<file path="src/rtl/csam_mac_accum.sv">
// csam_mac_accum: signed multiply-accumulate stage behind the CSAM2C 8x4 multiplier, LEN products per sum.
// Define CSAM_MAC_SAT_EN to saturate the accumulator on overflow instead of wrapping.
module csam_mac_accum #(
   parameter int P_W   = 12,
   parameter int ACC_W = 16,
   parameter int LEN   = 4,
   parameter int CNT_W = $clog2(LEN + 1)
) (
   input  logic             clk,
   input  logic             rst_n,
   input  logic             clear,
   input  logic [P_W-1:0]   prod,
   input  logic             in_valid,
   output logic             in_ready,
   output logic [ACC_W-1:0] sum,
   output logic             out_valid,
   input  logic             out_ready,
   output logic             ovf
);
   typedef enum logic [1:0] {IDLE = 2'd0, ACCUM = 2'd1, DONE = 2'd2} state_t;

   localparam logic [CNT_W-1:0] LEN_C = CNT_W'(LEN);
   localparam logic [CNT_W-1:0] ONE_C = CNT_W'(1'b1);

   function automatic logic [ACC_W-1:0] sext(input logic [P_W-1:0] p);
      return ACC_W'(signed'(p));
   endfunction

   // Two's complement overflow: equal operand signs, result sign differs.
   function automatic logic add_ovf(input logic [ACC_W-1:0] a, input logic [ACC_W-1:0] b,
                                    input logic [ACC_W-1:0] r);
      return (a[ACC_W-1] == b[ACC_W-1]) && (r[ACC_W-1] != a[ACC_W-1]);
   endfunction

   state_t           state_r, state_s;
   logic [ACC_W-1:0] acc_r, acc_s;
   logic [ACC_W-1:0] sum_r, sum_s;
   logic [CNT_W-1:0] cnt_r, cnt_s;
   logic             out_valid_r, out_valid_s;
   logic             ovf_r, ovf_s;
   logic             in_beat_s;
   logic [ACC_W-1:0] prod_ext_s, add_s, acc_next_s;
   logic [CNT_W-1:0] cnt_inc_s;
   logic             add_ovf_s;

   assign in_ready   = (state_r != DONE);
   assign in_beat_s  = in_valid & in_ready;
   assign prod_ext_s = sext(prod);
   assign add_s      = acc_r + prod_ext_s;
   assign add_ovf_s  = add_ovf(acc_r, prod_ext_s, add_s);
   assign cnt_inc_s  = cnt_r + ONE_C;

`ifdef CSAM_MAC_SAT_EN
   localparam logic [ACC_W-1:0] ACC_MAX = {1'b0, {(ACC_W-1){1'b1}}};
   localparam logic [ACC_W-1:0] ACC_MIN = {1'b1, {(ACC_W-1){1'b0}}};
   // The sign of acc tells positive from negative overflow, since both operands share it.
   assign acc_next_s = !add_ovf_s ? add_s : (acc_r[ACC_W-1] ? ACC_MIN : ACC_MAX);
`else
   assign acc_next_s = add_s;
`endif

   // Next-state and datapath decode; clear overrides every other event.
   always_comb begin
      state_s     = state_r;
      acc_s       = acc_r;
      cnt_s       = cnt_r;
      sum_s       = sum_r;
      out_valid_s = out_valid_r;
      ovf_s       = ovf_r;
      if (clear) begin
         state_s     = IDLE;
         acc_s       = '0;
         cnt_s       = '0;
         out_valid_s = 1'b0;
         ovf_s       = 1'b0;
      end else begin
         case (state_r)
            IDLE: begin
               if (in_beat_s) begin
                  acc_s = prod_ext_s;
                  cnt_s = ONE_C;
                  ovf_s = 1'b0;
                  if (LEN_C == ONE_C) begin
                     state_s     = DONE;
                     sum_s       = prod_ext_s;
                     out_valid_s = 1'b1;
                  end else begin
                     state_s = ACCUM;
                  end
               end else begin
                  state_s = IDLE;
               end
            end
            ACCUM: begin
               if (in_beat_s) begin
                  acc_s = acc_next_s;
                  cnt_s = cnt_inc_s;
                  ovf_s = ovf_r | add_ovf_s;
                  if (cnt_inc_s == LEN_C) begin
                     state_s     = DONE;
                     sum_s       = acc_next_s;
                     out_valid_s = 1'b1;
                  end else begin
                     state_s = ACCUM;
                  end
               end else begin
                  state_s = ACCUM;
               end
            end
            DONE: begin
               if (out_valid_r && out_ready) begin
                  state_s     = IDLE;
                  out_valid_s = 1'b0;
                  acc_s       = '0;
                  cnt_s       = '0;
               end else begin
                  state_s = DONE;
               end
            end
            default: begin
               state_s     = IDLE;
               acc_s       = '0;
               cnt_s       = '0;
               out_valid_s = 1'b0;
               ovf_s       = 1'b0;
            end
         endcase
      end
   end

   // State and output registers.
   always_ff @(posedge clk or negedge rst_n) begin
      if (!rst_n) begin
         state_r     <= IDLE;
         acc_r       <= '0;
         cnt_r       <= '0;
         sum_r       <= '0;
         out_valid_r <= 1'b0;
         ovf_r       <= 1'b0;
      end else begin
         state_r     <= state_s;
         acc_r       <= acc_s;
         cnt_r       <= cnt_s;
         sum_r       <= sum_s;
         out_valid_r <= out_valid_s;
         ovf_r       <= ovf_s;
      end
   end

   assign sum       = sum_r;
   assign out_valid = out_valid_r;
   assign ovf       = ovf_r;

endmodule
</file>
<file path="config.mk">
export PLATFORM = sky130hd
export DESIGN_NAME = csam_mac_accum
export DESIGN_NICKNAME = d
export VERILOG_FILES = /design/src/rtl/csam_mac_accum.sv
export SDC_FILE = /design/constraint.sdc
export NUM_CORES = 1
export LEC_CHECK = 0
export ABC_AREA = 1
export ABC_CLOCK_PERIOD_IN_PS = 4610
export CAP_MARGIN = 20
export CORE_MARGIN = 2
export CORE_UTILIZATION = 45
export DETAILED_ROUTE_END_ITERATION = 8
export PLACE_DENSITY = 0.67
export SYNTH_ARGS = -nofsm -noshare
export SYNTH_HDL_FRONTEND = slang
export SYNTH_SLANG_ARGS = --single-unit
</file>
<file path="constraint.sdc">
create_clock -name clk -period 4.61 [get_ports clk]
set_clock_uncertainty 0.1 [all_clocks]
set_input_delay 0.922 -clock clk [delete_from_list [all_inputs] [get_ports clk]]
set_output_delay 0.922 -clock clk [all_outputs]
set_load 0.02 [all_outputs]
</file>
* After elaboration in Yosys (flattened, before gate mapping) *
Index checks and enable logic that the tools add are counted.

operators by class
  add/sub/neg operators = 2
  equality and inequality tests = 12
  muxes and demuxes = 25
  bitwise logic cells = 3
  reduce and logical (&&, ||, !) cells = 7

operator list
  kind                   number
  $mux W16               4
  $pmux W16 S3           1
  $add A16 B16 Y16       1
  $mux W3                4
  $ne A3 B3 Y1 const B   4
  $pmux W3 S3            1
  $mux W1                8
  $mux W2                4
  $reduce_and A4 Y1      2
  $ne A2 B2 Y1 const B   3
  $pmux W1 S3            2
  $pmux W2 S3            1
  $reduce_and A3 Y1      2
  $add A3 B1 Y3 const B  1
  $eq A3 B3 Y1 const B   1
  $eq A2 B1 Y1 const B   1
  $eq A2 B2 Y1 const B   1
  $logic_and A1 B1 Y1    2
  $logic_not A2 Y1       1
  $and A1 B1 Y1          1
  $eq A1 B1 Y1           1
  $ne A1 B1 Y1           1
  $not A1 Y1             1
  $or A1 B1 Y1           1

storage, ports and cells
  flip-flop bits (word level) = 39
  output and inout port bits = 19

* Depth between registers and ports, before layout *
  depth after elaboration = 7
  mapped depth = 12

* Least setup slack after synthesis *
No wires, ideal clock.

  path type = input to register
  from = in prod[0]
  to = reg acc_r[4]
  setup time = 121 ps
  arrival time = 2138 ps
  required time = 4389 ps
  slack = 2251 ps
  cell stages on the path = 7
  buffers on the path = 0
  path through = ha_1 fa_1 nand3_1 nand3_1 xnor2_1 o21ai_0 a22o_1

on the way
  longest elaborated chain between the ends = 4

ends and longest elaborated chain
  item                    line  source
  start: declaration      12    input logic [P_W-1:0] prod,
  $add A16 B16 Y16        49    assign add_s = acc_r + prod_ext_s;
  $mux W16                95    if (in_beat_s) begin
  $pmux W16 S3            77    case (state_r)
  $mux W16                70    if (clear) begin
  end signal: assignment  142   acc_r <= acc_s;
  end: declaration        36    logic [ACC_W-1:0] acc_r, acc_s;

No other way between the ends. The select of a mux whose other input is x is not followed.
A chain may end at the register's enable or synchronous reset.

* Final worst setup path *
  from = in in_valid
  to = reg sum_r[5], in the netlist sum[5]

on the way
  longest elaborated chain between the ends = 2

ends and longest elaborated chain
  item                         line  source
  start: declaration           13    input logic in_valid,
  $and A1 B1 Y1                47    assign in_beat_s = in_valid & in_ready;
  $reduce_and A4 Y1 (no line)  -
  end signal: assignment       144   sum_r <= sum_s;
  end: declaration             37    logic [ACC_W-1:0] sum_r, sum_s;

No other way between the ends.

==> results.sh <==
export IMPL_status="complete, no violations"
export IMPL_fp_dieH_um=81.1
export IMPL_yosys_top_cells_count="nand2_1 (171), inv_1 (46), dfrtp_1 (39)"
export IMPL_final_util_pct=54.4
export IMPL_grt_use_total_pct=21.8
export IMPL_p_sw_share_pct=36.1
export IMPL_slew_limit_headroom_pct=27.5
export IMPL_synth_distinct_cells=29
export IMPL_ys_ff_latch=39
export IMPL_switchingPower_mw=0.323
export IMPL_grt_overflow_total=0
export IMPL_clock_power_share_pct=26.3
export IMPL_numPortBuffers=35
export IMPL_dieArea_sq_um=6570
export IMPL_cts_hold_buf=0
export IMPL_drtIter0Drc=111
export IMPL_ant_nets=0
export IMPL_syn_instance_count=396
export IMPL_avgSynthCellArea_sq_um=6.75
export IMPL_dp_hpwl_um=4770
export IMPL_cts_tree="built"
export IMPL_crit_path_start_kind="input port"
export IMPL_power_leakage_nw=1.76
export IMPL_synthArstFlopShare_pct=100
export IMPL_setup_viol=0
export IMPL_numCtsBuffers=5
export IMPL_power_frac_comb_pct=31.4
export IMPL_place_congestion=0.895
export IMPL_place_ws_ns=1.29
export IMPL_grt_max_degree=40
export IMPL_wirelength_um=6460
export IMPL_drc=0
export IMPL_internal_power_mw=0.572
export IMPL_yosysWarnings=0
export IMPL_nFillCells=608
export IMPL_synth_area_sq_um=2670
export IMPL_coreArea_sq_um=5820
export IMPL_post_route_period_util_pct=64.1
export IMPL_cts_setup_buffers=0
export IMPL_synth_top_area_cell="dfrtp_1"
export IMPL_rsz0062_at_grt="no"
export IMPL_nets=467
export IMPL_dr_pass1_iters=4
export IMPL_clkLatencyLatePin_ns=0.30
export IMPL_hold_viol=0
export IMPL_layout_min_cycle_time_ns=2.95
export IMPL_crit_required_ns=4.68
export IMPL_clk_pin_slew_ns=0.08
export IMPL_cts_sinks=39
export IMPL_layout_drive_gt1_share_pct=4.39
export IMPL_critical_path_class="in -> reg"
export IMPL_path_buf_inv=3
export IMPL_yosys_cell_count_top_type="nand2_1"
export IMPL_yosysSeqAreaShare_pct=36.5
export IMPL_h_tree_depth=2
export IMPL_worstMarginPinSlew_ns=1.08
export IMPL_worst_setup_path_end_kind="flop"
export IMPL_cts_root_buf="clkbuf_8"
export IMPL_grt_pass1_wl_um=11100
export IMPL_clockBufferDepth=2
export IMPL_seq_area_sq_um=976
export IMPL_cts_repair_resized=0
export IMPL_crit_arrival_ns=3.02
export IMPL_worst_path_largest_cell_delay_ns=0.62
export IMPL_io_pins=36
export IMPL_antenna_found_initial=0
export IMPL_wl_per_cell_um=12.7
export IMPL_maxCapViolations=0
export IMPL_grt_pass1_vias=2452
export IMPL_vias_per_cell=4.94
export IMPL_crit_family="simple AND/OR/NAND/NOR gates"
export IMPL_num_rows=28
export IMPL_synth_ff_type="dfrtp_1"
export IMPL_ir_drop_mv=0.165
export IMPL_diodes=0
export IMPL_timing_fmax_ghz=0.338
export IMPL_worstPathMaxFanout=24
export IMPL_multi_input_area_sq_um=1470
export IMPL_cpMostUsedCell="nand2_1"
export IMPL_via_count=2508
export IMPL_path_cells="clkdlybuf4s50_1 > inv_1 > nor2_2 > nand2_1 > nor2_1 > inv_2 > nand2_1 > o21ai_0"
export IMPL_start_util_pct=46.0
export IMPL_syn_to_final_growth_pct=18.3
export IMPL_synth_fp_nets=431
export IMPL_synth_edf_count=0
export IMPL_yosysTopAreaCellShare_pct=36.5
export IMPL_seqPwrFrac_pct=42.3
export IMPL_fin_ws_ns=1.66
export IMPL_hold_path_class="reg -> reg"
export IMPL_synth_area_leaders="dfrtp_1 (37%), nand2_1 (24%), ha_1 (8.0%)"
export IMPL_critPathSlowestCell="nor2_1"
export IMPL_final_setup_tns_ns=0
export IMPL_final_max_slew_violation_count=0
export IMPL_p_per_area_nw_per_um2=283
export IMPL_die_w_um=81.1
export IMPL_hold_ws_ns=0.376
power groups by stage:
stage / logic (mW) / registers (mW) / clock network [mW]
after floorplan: 0.204 / 0.383 / 0
after global placement: 0.277 / 0.384 / 0
after detailed placement: 0.280 / 0.385 / 0
after CTS: 0.281 / 0.379 / 0.241
after global routing: 0.321 / 0.382 / 0.258
final: 0.281 / 0.379 / 0.235
worst min-delay path, cell delays in order (launching register included):
cell	delay (ns)
dfrtp_1	0.35
nand2_1	0.05
nand2_1	0.04
per-stage QoR:
step | area, sq um | total power [mW] | cells
CTS | 3160 | 0.900 | 508
global route | 3160 | 0.961 | 508
floorplan | 2670 | 0.587 | 396
detailed placement | 3080 | 0.665 | 500
finish | 3160 | 0.895 | 508
global placement | 3080 | 0.661 | 500
registers in the layout, summed over array words and instances, names as in the netlist:
register   count
state_r        2
cnt_r          3
ovf            1
acc_r         16
out_valid      1
sum           16
routing by layer:
layer	routed length [um]	up-vias	global-route usage [%]	part of all wire, %
met5	0	-	0	0
met4	89	0	6.78	1.4
met3	302	9	4.56	4.7
met2	2920	56	36.0	45
met1	3140	1135	28.7	49
li1	-	1308	-	-
cells by family after synthesis:
family,share of synthesized area (%)
XOR/XNOR,2.29
flip-flops,36.5
AO/OA/AOI/OAI,6.98
AND/OR/NAND/NOR,37.0
adder cells (fa/ha/maj),8.71
buffers and inverters,8.47
layout make-up:
type | count | share of cell area [%]
sequential | 39 | 30.9
timing repair buffer | 35 | 10.9
tap | 75 | 2.97
inverter | 52 | 6.17
multi-input combinational | 299 | 46.5
clock inverter | 1 | 0.158
clock buffer | 7 | 2.41
cell usage in the layout (no fill, tap or decap), drive strengths merged:
cell type,instances
a21oi,9
o21ai,18
o211ai,1
fa,1
nand3,35
dfrtp,39
nand2,172
a22o,2
xor2,4
ha,17
buf,1
nand3b,2
a22oi,3
or2,1
nor2,24
inv,51
and2,2
nor3,3
nand4,2
clkinv,2
clkdlybuf4s50,34
xnor2,3
clkbuf,7
worst paths after layout:
check	end	depth (start not counted)	slack (ns)	from
min in group asynchronous	sum[4]	1	0.65	rst_n
max reg2reg	sum[5]	8	2.08	cnt_r[0]
min	sum[2]	2	0.38	sum[2]
max in group asynchronous	ovf	1	3.18	rst_n
max	sum[5]	8	1.66	in_valid
min reg2reg	sum[2]	2	0.38	sum[2]
Power figures use the tool's default switching activity.
